`src/rtl/output_unloader.sv`:
```
// Reassembles {mode,rdy,nibble} byte frames into two W-bit words and a mode.
// Optional saturating abort counter on err_count when OUTPUT_UNLOADER_ERRCNT_EN is defined.

// One nibble position of the A/B shadow registers.
module output_unloader_nib_lane (
  input  logic       clk,
  input  logic       rst,
  input  logic       we_a,
  input  logic       we_b,
  input  logic [3:0] nib,
  output logic [3:0] a_q,
  output logic [3:0] b_q,
  output logic [3:0] b_nxt
);
  always_ff @(posedge clk) begin
    if (rst) begin
      a_q <= '0;
      b_q <= '0;
    end else begin
      if (we_a) a_q <= nib;
      if (we_b) b_q <= nib;
    end
  end

  // The final B nibble lands in word_b on the same edge it is sampled.
  assign b_nxt = we_b ? nib : b_q;
endmodule

module output_unloader #(
  parameter int W = 32
) (
  input  logic         clk,
  input  logic         rst,
  input  logic [7:0]   in_byte,
  output logic [W-1:0] word_a,
  output logic [W-1:0] word_b,
  output logic [2:0]   mode_out,
  output logic         frame_valid,
  output logic         frame_err,
  output logic         busy
`ifdef OUTPUT_UNLOADER_ERRCNT_EN
  ,
  output logic [7:0]   err_count
`endif
);
  localparam int NIB = W / 4;
  localparam int IW  = (NIB > 1) ? $clog2(NIB) : 1;

  typedef enum logic [1:0] {IDLE, RECV_A, RECV_B} state_t;

  state_t          state, state_d;
  logic [IW-1:0]   idx, idx_d;
  logic [2:0]      cur_mode;
  logic [NIB-1:0]  we_a, we_b;
  logic            commit, abort;

  logic [NIB-1:0][3:0] sh_a, sh_b, b_nxt;

  logic       rdy;
  logic [2:0] mode_in;
  logic [3:0] nib;
  logic       match;

  assign rdy     = in_byte[4];
  assign mode_in = in_byte[7:5];
  assign nib     = in_byte[3:0];
  assign match   = rdy && (mode_in == cur_mode);
  assign busy    = (state != IDLE);

  for (genvar i = 0; i < NIB; i++) begin : g_lane
    output_unloader_nib_lane u_lane (
      .clk   (clk),
      .rst   (rst),
      .we_a  (we_a[i]),
      .we_b  (we_b[i]),
      .nib   (nib),
      .a_q   (sh_a[i]),
      .b_q   (sh_b[i]),
      .b_nxt (b_nxt[i])
    );
  end

  always_ff @(posedge clk) begin
    if (rst) begin
      state <= IDLE;
      idx   <= IW'(NIB - 1);
    end else begin
      state <= state_d;
      idx   <= idx_d;
    end
  end

  always_comb begin
    state_d = state;
    idx_d   = idx;
    we_a    = '0;
    we_b    = '0;
    commit  = 1'b0;
    abort   = 1'b0;
    unique case (state)
      IDLE: begin
        if (rdy) begin
          we_a[NIB-1] = 1'b1;
          if (NIB > 1) begin
            state_d = RECV_A;
            idx_d   = IW'(NIB - 2);
          end else begin
            state_d = RECV_B;
            idx_d   = IW'(NIB - 1);
          end
        end
      end
      RECV_A: begin
        if (!match) begin
          abort   = 1'b1;
          state_d = IDLE;
          idx_d   = IW'(NIB - 1);
        end else begin
          we_a = NIB'(1) << idx;
          if (idx == '0) begin
            state_d = RECV_B;
            idx_d   = IW'(NIB - 1);
          end else begin
            idx_d = idx - 1'b1;
          end
        end
      end
      RECV_B: begin
        if (!match) begin
          abort   = 1'b1;
          state_d = IDLE;
          idx_d   = IW'(NIB - 1);
        end else begin
          we_b = NIB'(1) << idx;
          if (idx == '0) begin
            commit  = 1'b1;
            state_d = IDLE;
            idx_d   = IW'(NIB - 1);
          end else begin
            idx_d = idx - 1'b1;
          end
        end
      end
      default: begin
        state_d = IDLE;
        idx_d   = IW'(NIB - 1);
      end
    endcase
  end

  // The offending byte of an abort never opens a frame: cur_mode only loads from IDLE.
  always_ff @(posedge clk) begin
    if (rst) begin
      cur_mode    <= '0;
      word_a      <= '0;
      word_b      <= '0;
      mode_out    <= '0;
      frame_valid <= 1'b0;
      frame_err   <= 1'b0;
    end else begin
      frame_valid <= commit;
      frame_err   <= abort;
      if (state == IDLE && rdy) cur_mode <= mode_in;
      if (commit) begin
        word_a   <= sh_a;
        word_b   <= b_nxt;
        mode_out <= cur_mode;
      end
    end
  end

`ifdef OUTPUT_UNLOADER_ERRCNT_EN
  // Counts on the abort edge so err_count moves together with the frame_err pulse.
  always_ff @(posedge clk) begin
    if (rst)                              err_count <= '0;
    else if (abort && err_count != 8'hFF) err_count <= err_count + 8'd1;
  end
`else
  // Error counter not built.
`endif
endmodule

```
`config.mk`:
```
export PLATFORM = sky130hd
export DESIGN_NAME = output_unloader
export DESIGN_NICKNAME = d
export VERILOG_FILES = /design/src/rtl/output_unloader.sv
export SDC_FILE = /design/constraint.sdc
export NUM_CORES = 1
export LEC_CHECK = 0
export CAP_MARGIN = 20
export CORE_MARGIN = 2
export CORE_UTILIZATION = 54
export DETAILED_ROUTE_END_ITERATION = 7
export PLACE_DENSITY = 0.87
export RECOVER_POWER = 100
export SLEW_MARGIN = 40
export SYNTH_ARGS = -nofsm -noshare
export SYNTH_HDL_FRONTEND = slang
export SYNTH_SLANG_ARGS = --single-unit
```
`constraint.sdc`:
```
create_clock -name clk -period 3.01 [get_ports clk]
set_clock_uncertainty 0.15 [all_clocks]
set_input_delay 0.301 -clock clk [delete_from_list [all_inputs] [get_ports clk]]
set_output_delay 0.301 -clock clk [all_outputs]
set_load 0.01 [all_outputs]
```
Yosys cells after proc, flatten, opt, wreduce, memory -nomap -nowiden
Cells that the tools add are included.
Widths: inputs -> output; s select.
{ "classes": {"n_mux": 27, "n_reduce_logical": 8, "eq_ne": 6, "n_bitwise": 1, "n_shift": 1, "addsub": 1} }
{ "ops": {"columns": ["cell", "n"], "rows": [
  ["$mux 4", 8],
  ["$mux 8", 2],
  ["$mux 2", 5],
  ["$mux 3", 3],
  ["$shl 1x3->8 const A", 1],
  ["$mux 7", 1],
  ["$ne 3x3->1 const B", 2],
  ["$pmux 2 s3", 1],
  ["$pmux 3 s2", 1],
  ["$mux 1", 5],
  ["$reduce_or 2->1", 2],
  ["$eq 3x3->1", 1],
  ["$logic_not 3->1", 1],
  ["$reduce_and 3->1", 1],
  ["$sub 3x1->3 const B", 1],
  ["$eq 2x1->1 const B", 1],
  ["$eq 2x2->1 const B", 1],
  ["$logic_and 1x1->1", 2],
  ["$logic_not 2->1", 1],
  ["$ne 2x2->1 const B", 1],
  ["$pmux 1 s2", 1],
  ["$reduce_bool 2->1", 1],
  ["$not 1->1", 1]
]} }
{ "totals": {"wordCells": 68, "inputBits": 10, "output_inout_bits": 70, "register_bits": 141} }

Depth between registers and ports, before layout
{ "logic_depth": {"depth_word": 5, "depth_mapped": 9, "ltp_nobuf": 6} }

Cells and area by module
A second synthesis with hierarchy kept.
{ "unflattened": {"hier_cells": 584, "hier_area_um2": 6074.6} }
{ "modules_own_cells": {"columns": ["mod", "cells_per_inst", "instances", "seq_area_each_um2", "area_each_um2"], "rows": [
  ["output_unloader", 384, 1, 1541.5, 3752.3],
  ["output_unloader_nib_lane", 25, 8, 160.2, 290.3]
]} }

Worst setup path after synthesis
OpenSTA, ideal clock, no wires.
{ "synth_path": {"kind": "reg2reg", "startpoint": "reg state[0]", "endpoint": "reg word_b[12]", "stages_incl_launch_ff": 9, "arrival_ns": 1.862, "path_slack_ns": 0.864, "period_less_slack_ns": 2.146, "t_required_ns": 2.726, "n_path_buf": 2, "setup_time_ns": 0.134, "cell_sequence": "dfxtp_1 -> inv_1 -> ha_1 -> clkbuf_1 -> nand2_1 -> or4_1 -> clkbuf_1 -> o21ai_0 -> a211oi_1"} }
{ "synth_via": {"elab_chain_len": 3, "word_cells_on_any_way": 4, "cone_classes": "1 x eq/ne; 3 x mux"} }
{ "synth_lines": {"columns": ["item", "line", "rtl"], "rows": [
  ["from (decl)", "51", "state_t state, state_d;"],
  ["from (signal assigned)", "88", "state <= state_d;"],
  ["$eq 2x2->1 (*)", "100", "unique case (state)"],
  ["$mux 8", "100", null],
  ["$mux 4", "26", "assign b_nxt = we_b ? nib : b_q;"],
  ["to (signal assigned)", "166", "word_b <= b_nxt;"],
  ["to (decl)", "36", "output logic [W-1:0] word_b,"]
]} }
Mark *: on every way between the ends. The rest lies on a longest branch, timed or not.
A chain may end at the register's enable or synchronous reset.

Worst setup path after layout
{ "layout_path": {"startpoint": "reg state[1]", "endpoint": "reg g_lane[1].u_lane.a_q[0]"} }
{ "layout_via": {"elab_chain_len": 2} }
{ "layout_lines": {"columns": ["item", "line", "rtl"], "rows": [
  ["$eq 2x1->1", "100", null],
  ["$mux 7", "100", null],
  ["to (signal assigned)", "20", "if (we_a) a_q <= nib;"],
  ["to (decl)", "11", "output logic [3:0] a_q,"]
]} }
No other way between the ends.

==> out/qor.csv <==
stage;metric;value;unit
clock_tree;post-CTS setup buffers;0;
synth;Synth area leaders;dfxtp_1, mux2i_1, nand2_1;
clock_tree;Hold Buf Count CTS;0;
floorplanning;core area;10200;um^2
floorplanning;Starting Density;0.549;
worst_hold_path;Hold WC Path Type;in2reg;
timing;setup TNS;0;ps
floorplanning;Die Area;11200;um^2
power_and_ir_drop;maximum VDD drop;0.000361;V
routing;Via density;5.61;
synth;yosys warns;0;
routing;Routed Antenna Nets;0;
clock_tree;Clock Path Buffers;2;
worst_setup_path;crit-path cells;inv_1 > ha_1 > nand4b_1 > nor4_1 > mux2i_1 > nor2_1;
placed_design;pre-CTS setup slack;288;ps
cells_and_area;commonest non-fill, non-tap cell in the layout;dfxtp_1;
worst_setup_path;Slowest cell on crit path;nor4_1;
worst_setup_path;crit start category;flop;
synth;count of cell types in the netlist;34;
timing;RSZ-0062 raised after global routing;no;
clock_tree;clk slew on worst S/H paths;60;ps
timing;Hold Fails Final Rpt;0;
worst_setup_path;crit end category;flop;
synth;post-synth top area share;0.491;
floorplanning;row cnt;37;
clock_tree;cts bufs inserted;17;
synth;Avg Inst Size Synth;8.97;um^2
synth;cell taking the most area after synthesis;dfxtp_1;
floorplanning;Die Span Y;106;um
routing;DR vias;4652;
synth;number of synthesized flops with an enable pin;0;
placed_design;hpwl dp;8280;um
clock_tree;post-CTS sizing;0;
synth;Post-Syn Area;5590;um^2
timing;post-route minimum period;2590;ps
global_route;antenna violations before repair;0;
routing;Routed WL;13400;um
global_route;GRT overflow;0;
clock_tree;worst-skew pair later-pin latency;530;ps
routing;starting DRC count in detailed routing;282;
placed_design;Port Buffers;79;
floorplanning;Die X;106;um
synth;Post-Syn Nets;643;
worst_setup_path;CP Max Fanout;10;
synth;Mapped Cells;623;
global_route;total track usage;0.250;
synth;asr flop ratio synth;0;
worst_setup_path;WP data required;3260;ps
job;Max Cap Violations;0;
timing;Final Cycle Share;0.861;
placed_design;Final Wtd Congestion;0.894;
synth;Seq/Total Area, Yosys;0.491;
timing;Peak Freq;386;MHz
global_route;first-pass GRT wire length;22200;um
timing;Slew Viols, Final;0;
cells_and_area;# fillers;786;
clock_tree;root buffer cell;clkbuf_8;
power_and_ir_drop;cell area power density;630;nW/um^2
worst_setup_path;Crit Path Category;reg2reg;
cells_and_area;area added between synthesis and finish;22.3;%
clock_tree;H-tree depth;4;
floorplanning;Top-Level Pins;80;
placed_design;DP Area;6480;um^2
cells_and_area;nets;701;
power_and_ir_drop;Static Leak;0.00250;uW
cells_and_area;design area;6840;um^2
cells_and_area;# diodes;0;
routing;WL per Instance;16.1;um
worst_setup_path;worst path arrival time;2850;ps
timing;# setup viols final;0;
timing;slack of the critical path;420;ps
power_and_ir_drop;Tot Pwr;4310;uW
worst_setup_path;CP max stage delay;1000;ps
routing;drt drc;0;
global_route;pin count of the biggest net entering global routing;80;
routing;drt first pass iters;5;
clock_tree;CTS tree;done;
timing;Slew headroom;0.128;
cells_and_area;commonest non-fill, non-tap cells in the layout;dfxtp_1, nand2_1, a21oi_1, nor2_1, dlygate4sd3_1;
timing;pin slew with the least headroom to its limit;1300;ps
synth;Yosys reg bits;137;
status;status;finished, final reports clean;
synth;ys flop type;dfxtp_1;
cells_and_area;share of cells above drive strength 1;0.0765;
clock_tree;Clock Sinks;137;
global_route;vias in the first global route;4606;
layout make-up:
class,instances,area [um^2],share of cell area
Sequential cell,137,2740,0.401
Multi-Input combinational cell,425,2460,0.359
Timing Repair Buffer,94,892,0.130
Clock buffer,21,459,0.0672
Tap cell,136,170,0.0249
Clock inverter,10,93.8,0.0137
Inverter,6,22.5,0.00329
state kept, by name, indices dropped and copies added, names as in the netlist:
signal	cells
g_lane.u_lane.b_q	28
word_a	32
word_b	32
idx	3
mode_out	3
state	2
frame_valid	1
frame_err	1
g_lane.u_lane.a_q	32
cur_mode	3
Yosys cell counts, types with 2 or more instances:
| cell | n |
|---|---|
| a211oi_1 | 13 |
| nor4_2 | 4 |
| nor3_1 | 3 |
| nand3_1 | 5 |
| buf_6 | 3 |
| dfxtp_1 | 137 |
| nor4_4 | 9 |
| clkbuf_1 | 37 |
| or4_1 | 2 |
| nand4b_1 | 9 |
| nand2_1 | 125 |
| nand2b_1 | 4 |
| ha_1 | 10 |
| buf_4 | 3 |
| a21oi_1 | 77 |
| mux2i_1 | 56 |
| o211ai_1 | 2 |
| buf_2 | 11 |
| nor2b_1 | 3 |
| xor2_1 | 3 |
| nand4_1 | 9 |
| nor4_1 | 2 |
| inv_1 | 6 |
| or3_1 | 2 |
| nor2_1 | 71 |
| o21ai_0 | 9 |
kinds of logic after synthesis:
kind of cell    share of synthesized area
fa+ha+maj                          0.0224
xor+xnor                          0.00470
mux                                 0.100
flops                               0.491
compound gates                      0.109
buf+inv                            0.0495
simple gates                        0.224
metal layers:
layer / up-vias / part of all wire / track usage
met1: 2228 / 0.42 / 0.305
met2: 166 / 0.50 / 0.420
met5: - / 0 / 0
met3: 33 / 0.053 / 0.0575
li1: 2225 / - / -
met4: 0 / 0.026 / 0.110
critical path, delay by kind of cell (launching register included):
kind	cells	cell delay, ps
muxes	1	280
buffers and inverters	1	110
DFF	1	330
and+or+nand+nor	3	1210
adders and majority gates	1	380
report_power, final:
group          total, uW  switching (uW)  leakage [uW]  internal, uW
clock network       1930             773      0.000267          1160
registers           1880            31.1       0.00111          1850
logic                497             327       0.00113           171
total               4310            1130       0.00250          3180
worst paths after layout:
| path | start | endpoint | slack (ps) | cells after the start |
|---|---|---|---|---|
| setup / recovery | state[1] | g_lane[1].u_lane.a_q[0] | 420 | 6 |
| hold / removal | in_byte[3] | g_lane[3].u_lane.b_q[3] | 100 | 3 |
| setup reg to reg | state[1] | g_lane[1].u_lane.a_q[0] | 420 | 6 |
| hold reg to reg | word_a[17] | word_a[17] | 300 | 2 |
stage by stage:
stage               instances  hold slack, ps  utilization
floorplan                 623             281            -
global placement          798             287        0.637
detailed placement        798             294        0.637
CTS                       829            86.3        0.691
global route              829             102        0.671
finish                    829            95.4        0.671
(Power assumes the default switching activity.)
